## config.mk

```make
export PLATFORM = sky130hd
export DESIGN_NAME = tcm_lsu_bridge
export DESIGN_NICKNAME = d
export VERILOG_FILES = /design/src/rtl/tcm_lsu_bridge.sv
export SDC_FILE = /design/constraint.sdc
export NUM_CORES = 1
export LEC_CHECK = 0
export ABC_AREA = 1
export BUFFER_PORTS_ARGS = -buffer_cell sky130_fd_sc_hd__buf_2
export CAP_MARGIN = 20
export CORE_ASPECT_RATIO = 0.75
export CORE_MARGIN = 5
export CORE_UTILIZATION = 40
export CTS_BUF_LIST = sky130_fd_sc_hd__clkbuf_16
export DETAILED_ROUTE_END_ITERATION = 6
export GPL_TIMING_DRIVEN = 0
export PLACE_DENSITY = 0.68
export SYNTH_ARGS = -nofsm -noshare
export SYNTH_HDL_FRONTEND = slang
export SYNTH_SLANG_ARGS = --single-unit
export TNS_END_PERCENT = 1
```

## constraint.sdc

```tcl
create_clock -name clk_i -period 7.7 [get_ports clk_i]
set_input_delay 1.54 -clock clk_i [delete_from_list [all_inputs] [get_ports clk_i]]
set_output_delay 1.54 -clock clk_i [all_outputs]
set_load 0.01 [all_outputs]
```

## src/rtl/tcm_lsu_bridge.sv

```systemverilog
// ============================================================================
// Module      : tcm_lsu_bridge
// Description : LSU-to-TCM bridge with in-order, credit-limited response FIFO.
// Revision    : 1.0 - initial release
// ============================================================================
`default_nettype none

module tcm_lsu_bridge #(
   parameter int ADDR_WIDTH = 15,
   parameter int RSP_DEPTH  = 2
) (
   input  logic                  clk_i,
   input  logic                  rst_i,
   input  logic                  req_valid_i,
   output logic                  req_ready_o,
   input  logic [ADDR_WIDTH-1:0] req_addr_i,
   input  logic                  req_we_i,
   input  logic [1:0]            req_size_i,
   input  logic                  req_unsigned_i,
   input  logic [31:0]           req_wdata_i,
   output logic                  rsp_valid_o,
   input  logic                  rsp_ready_i,
   output logic [31:0]           rsp_rdata_o,
   output logic                  rsp_err_o,
   output logic                  tcm_en_o,
   output logic [ADDR_WIDTH-1:0] tcm_addr_o,
   output logic                  tcm_we_o,
   output logic [3:0]            tcm_be_o,
   output logic [31:0]           tcm_wdata_o,
   input  logic [31:0]           tcm_rdata_i
);

   localparam int c_PTR_W = (RSP_DEPTH > 1) ? $clog2(RSP_DEPTH) : 1;
   localparam int c_CNT_W = $clog2(RSP_DEPTH + 1);

   // Request side
   logic                 w_accept;
   logic                 w_misaligned;
   logic                 w_store;
   logic                 w_pop;
   logic                 w_push;
   logic [c_CNT_W:0]     w_used;
   logic [3:0]           w_be_base;
   logic [31:0]          w_wdata_rep;

   // In-flight stage
   logic                 r_inf_valid;
   logic                 r_inf_we;
   logic [1:0]           r_inf_size;
   logic                 r_inf_uns;
   logic [1:0]           r_inf_off;
   logic                 r_inf_err;

   // Response computation
   logic [31:0]          w_shifted;
   logic [31:0]          w_load;
   logic [31:0]          w_rsp_data;

   // Response FIFO
   logic [31:0]          r_data [RSP_DEPTH];
   logic                 r_err  [RSP_DEPTH];
   logic [c_PTR_W-1:0]   r_wr;
   logic [c_PTR_W-1:0]   r_rd;
   logic [c_CNT_W-1:0]   r_count;
   logic [c_PTR_W-1:0]   w_wr_nxt;
   logic [c_PTR_W-1:0]   w_rd_nxt;

   // A credit is held from accept until the response pops; a same-cycle pop frees one.
   assign w_pop       = rsp_valid_o & rsp_ready_i;
   assign w_used      = {{c_CNT_W{1'b0}}, r_inf_valid} + {1'b0, r_count};
   assign req_ready_o = !rst_i &&
                        ((w_used - {{c_CNT_W{1'b0}}, w_pop}) < (c_CNT_W+1)'(RSP_DEPTH));
   assign w_accept    = req_valid_i & req_ready_o;

   always_comb begin
      w_misaligned = 1'b0;
      w_be_base    = 4'b1111;
      w_wdata_rep  = req_wdata_i;
      case (req_size_i)
         2'd0: begin
            w_be_base   = 4'b0001;
            w_wdata_rep = {4{req_wdata_i[7:0]}};
         end
         2'd1: begin
            w_misaligned = req_addr_i[0];
            w_be_base    = 4'b0011;
            w_wdata_rep  = {2{req_wdata_i[15:0]}};
         end
         2'd2: begin
            w_misaligned = (req_addr_i[1:0] != 2'b00);
         end
         default: begin
            w_misaligned = 1'b1;
         end
      endcase
   end

   assign w_store     = w_accept & ~w_misaligned & req_we_i;
   assign tcm_en_o    = w_accept & ~w_misaligned;
   assign tcm_we_o    = w_store;
   assign tcm_addr_o  = {req_addr_i[ADDR_WIDTH-1:2], 2'b00};
   assign tcm_be_o    = w_store ? (w_be_base << req_addr_i[1:0]) : 4'b0000;
   assign tcm_wdata_o = w_store ? w_wdata_rep : 32'd0;

   always_ff @(posedge clk_i) begin
      if (rst_i) begin
         r_inf_valid <= 1'b0;
      end else begin
         r_inf_valid <= w_accept;
         if (w_accept) begin
            r_inf_we   <= req_we_i;
            r_inf_size <= req_size_i;
            r_inf_uns  <= req_unsigned_i;
            r_inf_off  <= req_addr_i[1:0];
            r_inf_err  <= w_misaligned;
         end
      end
   end

   assign w_shifted = tcm_rdata_i >> {r_inf_off, 3'b000};

   always_comb begin
      w_load = w_shifted;
      case (r_inf_size)
         2'd0:    w_load = r_inf_uns ? {24'd0, w_shifted[7:0]}
                                     : {{24{w_shifted[7]}}, w_shifted[7:0]};
         2'd1:    w_load = r_inf_uns ? {16'd0, w_shifted[15:0]}
                                     : {{16{w_shifted[15]}}, w_shifted[15:0]};
         default: w_load = w_shifted;
      endcase
   end

   assign w_rsp_data = (r_inf_err | r_inf_we) ? 32'd0 : w_load;
   assign w_push     = r_inf_valid;

   assign w_wr_nxt = (r_wr == c_PTR_W'(RSP_DEPTH - 1)) ? '0 : r_wr + 1'b1;
   assign w_rd_nxt = (r_rd == c_PTR_W'(RSP_DEPTH - 1)) ? '0 : r_rd + 1'b1;

   always_ff @(posedge clk_i) begin
      if (rst_i) begin
         r_wr    <= '0;
         r_rd    <= '0;
         r_count <= '0;
      end else begin
         if (w_push) begin
            r_wr <= w_wr_nxt;
         end
         if (w_pop) begin
            r_rd <= w_rd_nxt;
         end
         r_count <= r_count + c_CNT_W'(w_push) - c_CNT_W'(w_pop);
      end
   end

   always_ff @(posedge clk_i) begin
      if (w_push) begin
         r_data[r_wr] <= w_rsp_data;
         r_err[r_wr]  <= r_inf_err;
      end
   end

   // Storage is not reset, so the head is gated to keep idle outputs at zero.
   assign rsp_valid_o = (r_count != '0);
   assign rsp_rdata_o = rsp_valid_o ? r_data[r_rd] : 32'd0;
   assign rsp_err_o   = rsp_valid_o & r_err[r_rd];

endmodule

`default_nettype wire

```

* After elaboration in Yosys (flattened, before gate mapping)
Memory sizes are Yosys's and may differ from the RTL's. A register that Yosys moved wholly into a read port is not among the register bits.
Index checks and enable logic that the tools add are counted.
** Word-level totals
- Input bits :: 87
- Memories :: 2
- Logic and storage cells :: 56
- Register bits :: 12
- Latch bits :: 0
- RAM bits :: 66
- Output and inout port bits :: 88
- Memory bits (read-only) :: 0
** Operators by class
- Add/sub/neg operators :: 6
- Reduce and logical (&&, ||, !) cells :: 7
- Multipliers :: 0
- Shift-type cells :: 2
- Muxes and demuxes :: 18
- Divide/modulo/power cells :: 0
- Bitwise operators :: 8
- Equality and inequality tests :: 3
- Magnitude comparators :: 1
** Memory list
- r_data :: depth 2, width 32, read ports 1, clocked after memory_dff 1, wr ports 1, RTL line 60 : logic [31:0] r_data [RSP_DEPTH];
- r_err :: depth 2, width 1, read ports 1, clocked after memory_dff 1, wr ports 1, RTL line 61 : logic r_err [RSP_DEPTH];
** Operators by type and width (count)
- 32-bit 2-to-1 mux :: 5
- 32-bit case mux with 2 select lines :: 2
- 32-bit by 5-bit >> shifter with 32-bit output :: 1
- 1-bit 2-to-1 mux :: 8
- 4-bit case mux with 2 select lines :: 1
- 1-bit AND :: 5
- 2-bit by 1-bit equality test with 1-bit output, second input constant :: 2
- 2-bit logical NOT :: 2
- 4-bit 2-to-1 mux :: 1
- 2-bit nonzero test :: 2
- 4-bit by 2-bit << shifter with 4-bit output :: 1
- 1-bit by 2-bit adder with 3-bit output :: 1
- 3-bit by 2-bit less-than comparator with 1-bit output, second input constant :: 1
- 1-bit case mux with 3 select lines :: 1
- 3-bit by 1-bit subtractor with 3-bit output :: 1
- 1-bit adder, second input constant :: 2
- 2-bit by 1-bit adder with 2-bit output :: 1
- 2-bit equality test, second input constant :: 1
- 1-bit NOT :: 2
- 2-bit AND reduction :: 1
- 2-bit by 1-bit subtractor with 2-bit output :: 1
- 1-bit logical AND :: 1
- 1-bit logical NOT :: 1
- 1-bit bitwise OR :: 1

* Logic depth before layout (Yosys ltp)
- Depth after elaboration :: 9
- Depth in mapped cells :: 13
- Gate-level depth less buffers :: 12

* Worst setup path before layout
No wires, ideal clock.
- Path type :: input to output
- From :: in rsp_ready_i
- To :: out tcm_wdata_o[12]
- Arrival :: 3.520 ns
- Buffers on the path :: 1
- Stages on the path :: 12
- Required time :: 6.160 ns
- Slack :: 2.640 ns
- Cells stage by stage :: inv_1 nor2_1 ha_1 inv_1 ha_1 fa_1 nor2_2 nand3_2 nor2_4 nand3_4 buf_6 nor2_1
** On the way
- Cells in the longest elaborated chain, start to end :: 8
** RTL lines
- start, declared :: RTL line 22 : input logic rsp_ready_i,
- 1-bit AND :: RTL line 69 : assign w_pop = rsp_valid_o & rsp_ready_i;
- via w_pop :: RTL line 40 : logic w_pop;
- 3-bit by 1-bit subtractor with 3-bit output :: RTL line 72 : ((w_used - {{c_CNT_W{1'b0}}, w_pop}) < (c_CNT_W+1)'(RSP_DEPTH));
- 3-bit by 2-bit less-than comparator with 1-bit output :: RTL line 72
- 1-bit logical AND :: RTL line 71 : assign req_ready_o = !rst_i &&
- 1-bit AND :: RTL line 73 : assign w_accept = req_valid_i & req_ready_o;
- 1-bit AND (2 in series) :: RTL line 98 : assign w_store = w_accept & ~w_misaligned & req_we_i;
- 32-bit 2-to-1 mux :: RTL line 103 : assign tcm_wdata_o = w_store ? w_wdata_rep : 32'd0;
- end, declared :: RTL line 29 : output logic [31:0] tcm_wdata_o,
The timed path passes the listed nets, and every way through them passes these cells.

* Final worst setup path
- From :: in rsp_ready_i
- To :: out tcm_wdata_o[15]
The elaborated chain is that of the path after synthesis.

==> results.sh <==
export IMPL_synth_distinct_cells=31
export IMPL_clock_path_buffers=2
export IMPL_fillers=1107
export IMPL_initial_core_util=0.4036
export IMPL_dpl_worst_slack_ps=2184
export IMPL_wl_met1_mm=5.811
export IMPL_port_buffers=159
export IMPL_r2r_slack_ps=4770
export IMPL_grt_usage=0.2032
export IMPL_coreArea_um2=11440
export IMPL_maxSlewViolCount=0
export IMPL_async_reset_ff_frac=0
export IMPL_avgSynthCellArea_um2=8.131
export IMPL_powerDensity_nw_per_um2=286.9
export IMPL_required_ps=6160
export IMPL_synth_compound_area_frac=0.1187
export IMPL_min_period_ps=5496
export IMPL_drive_gt1_frac=0.2976
export IMPL_period_share=0.7137
export IMPL_r2r_start="r_count[1]"
export IMPL_grt_ovfl_total=0
export IMPL_clock_sinks=79
export IMPL_worst_path_max_fanout=10
export IMPL_die_w_um=134.1
export IMPL_yosysSeqAreaShare=0.5007
export IMPL_drc=0
export IMPL_endpoint_kind="output port"
export IMPL_nets=831
export IMPL_wl_met3_mm=1.369
export IMPL_dp_hpwl_mm=11.22
export IMPL_rsz0062_at_grt="no"
export IMPL_p_leak_uw=0.002936
export IMPL_grt_start_max_net_pins=20
export IMPL_status="finished, final reports clean"
export IMPL_root_buffer="clkbuf_16"
export IMPL_ctsResizeCount=0
export IMPL_synth_mux_area_fraction=0
export IMPL_wl_met2_mm=6.857
export IMPL_arrival_ps=3960
export IMPL_criticalPathCategory="primary input to output port"
export IMPL_synth_most_common_cell="nand2_1"
export IMPL_slew_headroom=0.4736
export IMPL_ff2ff_path_depth=9
export IMPL_detail_route_iter0_violations=316
export IMPL_crit_path_start="rsp_ready_i"
export IMPL_grt_pass1_vias=4343
export IMPL_die_area_um2=13820
export IMPL_maxCapViolCount=0
export IMPL_fin_ws_ps=2204
export IMPL_area_delta_synth_final_pct=29.48
export IMPL_final_util=0.5225
export IMPL_vias=4516
export IMPL_clock_latency_ps=340
export IMPL_synth_common_cells="177 x nand2_1, 73 x edfxtp_1, 71 x a21oi_1, 63 x nor2_1, 47 x inv_1"
export IMPL_synth_xor_area_frac=0
export IMPL_finClkSkew_ps=5.625
export IMPL_clk_pin_slew_worst_paths_ps=60
export IMPL_setup_tns_ps=0
export IMPL_dr_pass1_iters=5
export IMPL_viasPerCell=5.063
export IMPL_hold_slack_ps=482.0
export IMPL_synth_simple_area_share=0.2571
export IMPL_wl_per_cell_um=16.03
export IMPL_timing_fmax_ghz=0.1820
export IMPL_multiInputGateArea_um2=1795
export IMPL_synth_edf_count=73
export IMPL_netlist_top_cells_area="edfxtp_1 47%, nand2_1 14%, a21oi_1 7.7%, nor2_1 5.1%, inv_1 3.8%"
export IMPL_finalWirelength_mm=14.30
export IMPL_seq_area_um2=2312
export IMPL_highest_layer="met5"
export IMPL_die_h_um=103.1
export IMPL_cts_tree="done"
export IMPL_fp_row_count=34
export IMPL_synth_largest_area_cell="edfxtp_1"
export IMPL_synth_top_area_share=0.4747
export IMPL_hold_viol=0
export IMPL_holdCritPathClass="flip-flop to flip-flop"
export IMPL_cts_buffers=9
export IMPL_ant_nets=0
export IMPL_grt_pass1_wl_mm=22.02
export IMPL_synth_top_family_by_area="simple AND/OR/NAND/NOR gates"
export IMPL_io_pins=175
export IMPL_htreeDepth=3
export IMPL_endpoint="tcm_wdata_o[15]"
export IMPL_cts_hold_buffers=0
export IMPL_setup_viol=0
export IMPL_r2r_end="r_inf_size[0]"
export IMPL_start_kind="primary input"
export IMPL_syn_area_um2=4618
export IMPL_ys_flop_type="edfxtp_1"
export IMPL_routabilityCongestion=0.9114
export IMPL_peakVddDrop_mv=0.1321
export IMPL_postCtsSetupRepairBufs=0
export IMPL_yosys_warnings=0
export IMPL_worstMarginPinSlew_ps=788.8
export IMPL_ys_seq_elements=79
export IMPL_antenna_found_initial=2
export IMPL_syn_inst=568
export IMPL_synth_adder_area_share=0.009753
## state kept, by name, summed over array words and instances, names as in the netlist, named ones only
register / count
r_inf_we: 1
r_data: 64
r_inf_err: 1
r_inf_off: 2
r_inf_size: 2
r_inf_valid: 1
r_wr: 1
r_count: 2
r_inf_uns: 1
r_rd: 1
r_err: 2
## where the power goes
part | leakage [uW] | total, uW | switching [uW] | internal (uW)
Sequential | 0.000730 | 607 | 24.1 | 583
Clock | 0.000154 | 446 | 164 | 281
Combinational | 0.00205 | 663 | 437 | 226
Total | 0.00294 | 1720 | 625 | 1090
## worst max-delay path, cell delays in order
cell and delay [ps]:
buf_2 100, inv_1 40, nor2_1 60, ha_1 320, inv_1 40, ha_1 180
fa_1 470, nor2_2 110, nand3_2 130, nor2_4 280, nand3_4 190, buf_6 190
nor2_1 150, buf_2 150
## worst min path at each step
stage / from / endpoint / slack, ps / depth (start not counted)
floorplan: r_inf_err / r_err[0] / 440 / 0
global placement: r_inf_err / r_err[0] / 450 / 0
detailed placement: r_inf_err / r_err[0] / 470 / 0
CTS: r_inf_err / r_err[1] / 490 / 0
global route: r_inf_err / r_err[1] / 510 / 0
finish: r_inf_err / r_err[0] / 480 / 0
## layer usage
metal / vias up / track usage
li1: 2195 / -
met1: 2066 / 0.2556
met2: 232 / 0.3535
met3: 21 / 0.05317
met4: 2 / 0.05321
met5: - / 0
## kinds of logic after synthesis
| logic type | Yosys count |
|---|---|
| other | 1 |
| adders and majority gates | 3 |
| buffers and inverters | 100 |
| AOI/OAI and AO/OA | 103 |
| and+or+nand+nor | 282 |
| DFF | 79 |
## cells in the final DEF, fill, tap and decap left out, types with 8 or more instances in the layout
cell type	Yosys	final
o21bai_1	8	8
inv_1	47	48
o21ai_0	15	15
clkbuf_16	0	9
nor2_1	63	62
buf_6	8	8
clkbuf_1	16	16
buf_2	5	164
a21oi_1	71	71
buf_4	20	20
nand3_1	27	27
nand2_1	177	177
edfxtp_1	73	73
## stage by stage
stage	total power (uW)	instances	instance area (um^2)
2_1_floorplan	1036	569	4622
3_3_place_gp	1247	872	5598
4_1_cts	1727	890	5974
3_5_place_dp	1279	874	5660
5_1_grt	1821	891	5977
6_report	1716	892	5979
## area by class of cell
class                      instances  area share
inverter                          50     0.03222
clock inverter                     7     0.01486
buffer                            50     0.05503
tap                              144     0.03013
multi-input combinational        390      0.3003
sequential                        79      0.3867
clock buffer                       9     0.03766
antenna                            2   0.0008370
timing repair buffer             161      0.1423
(Power assumes the default switching activity.)
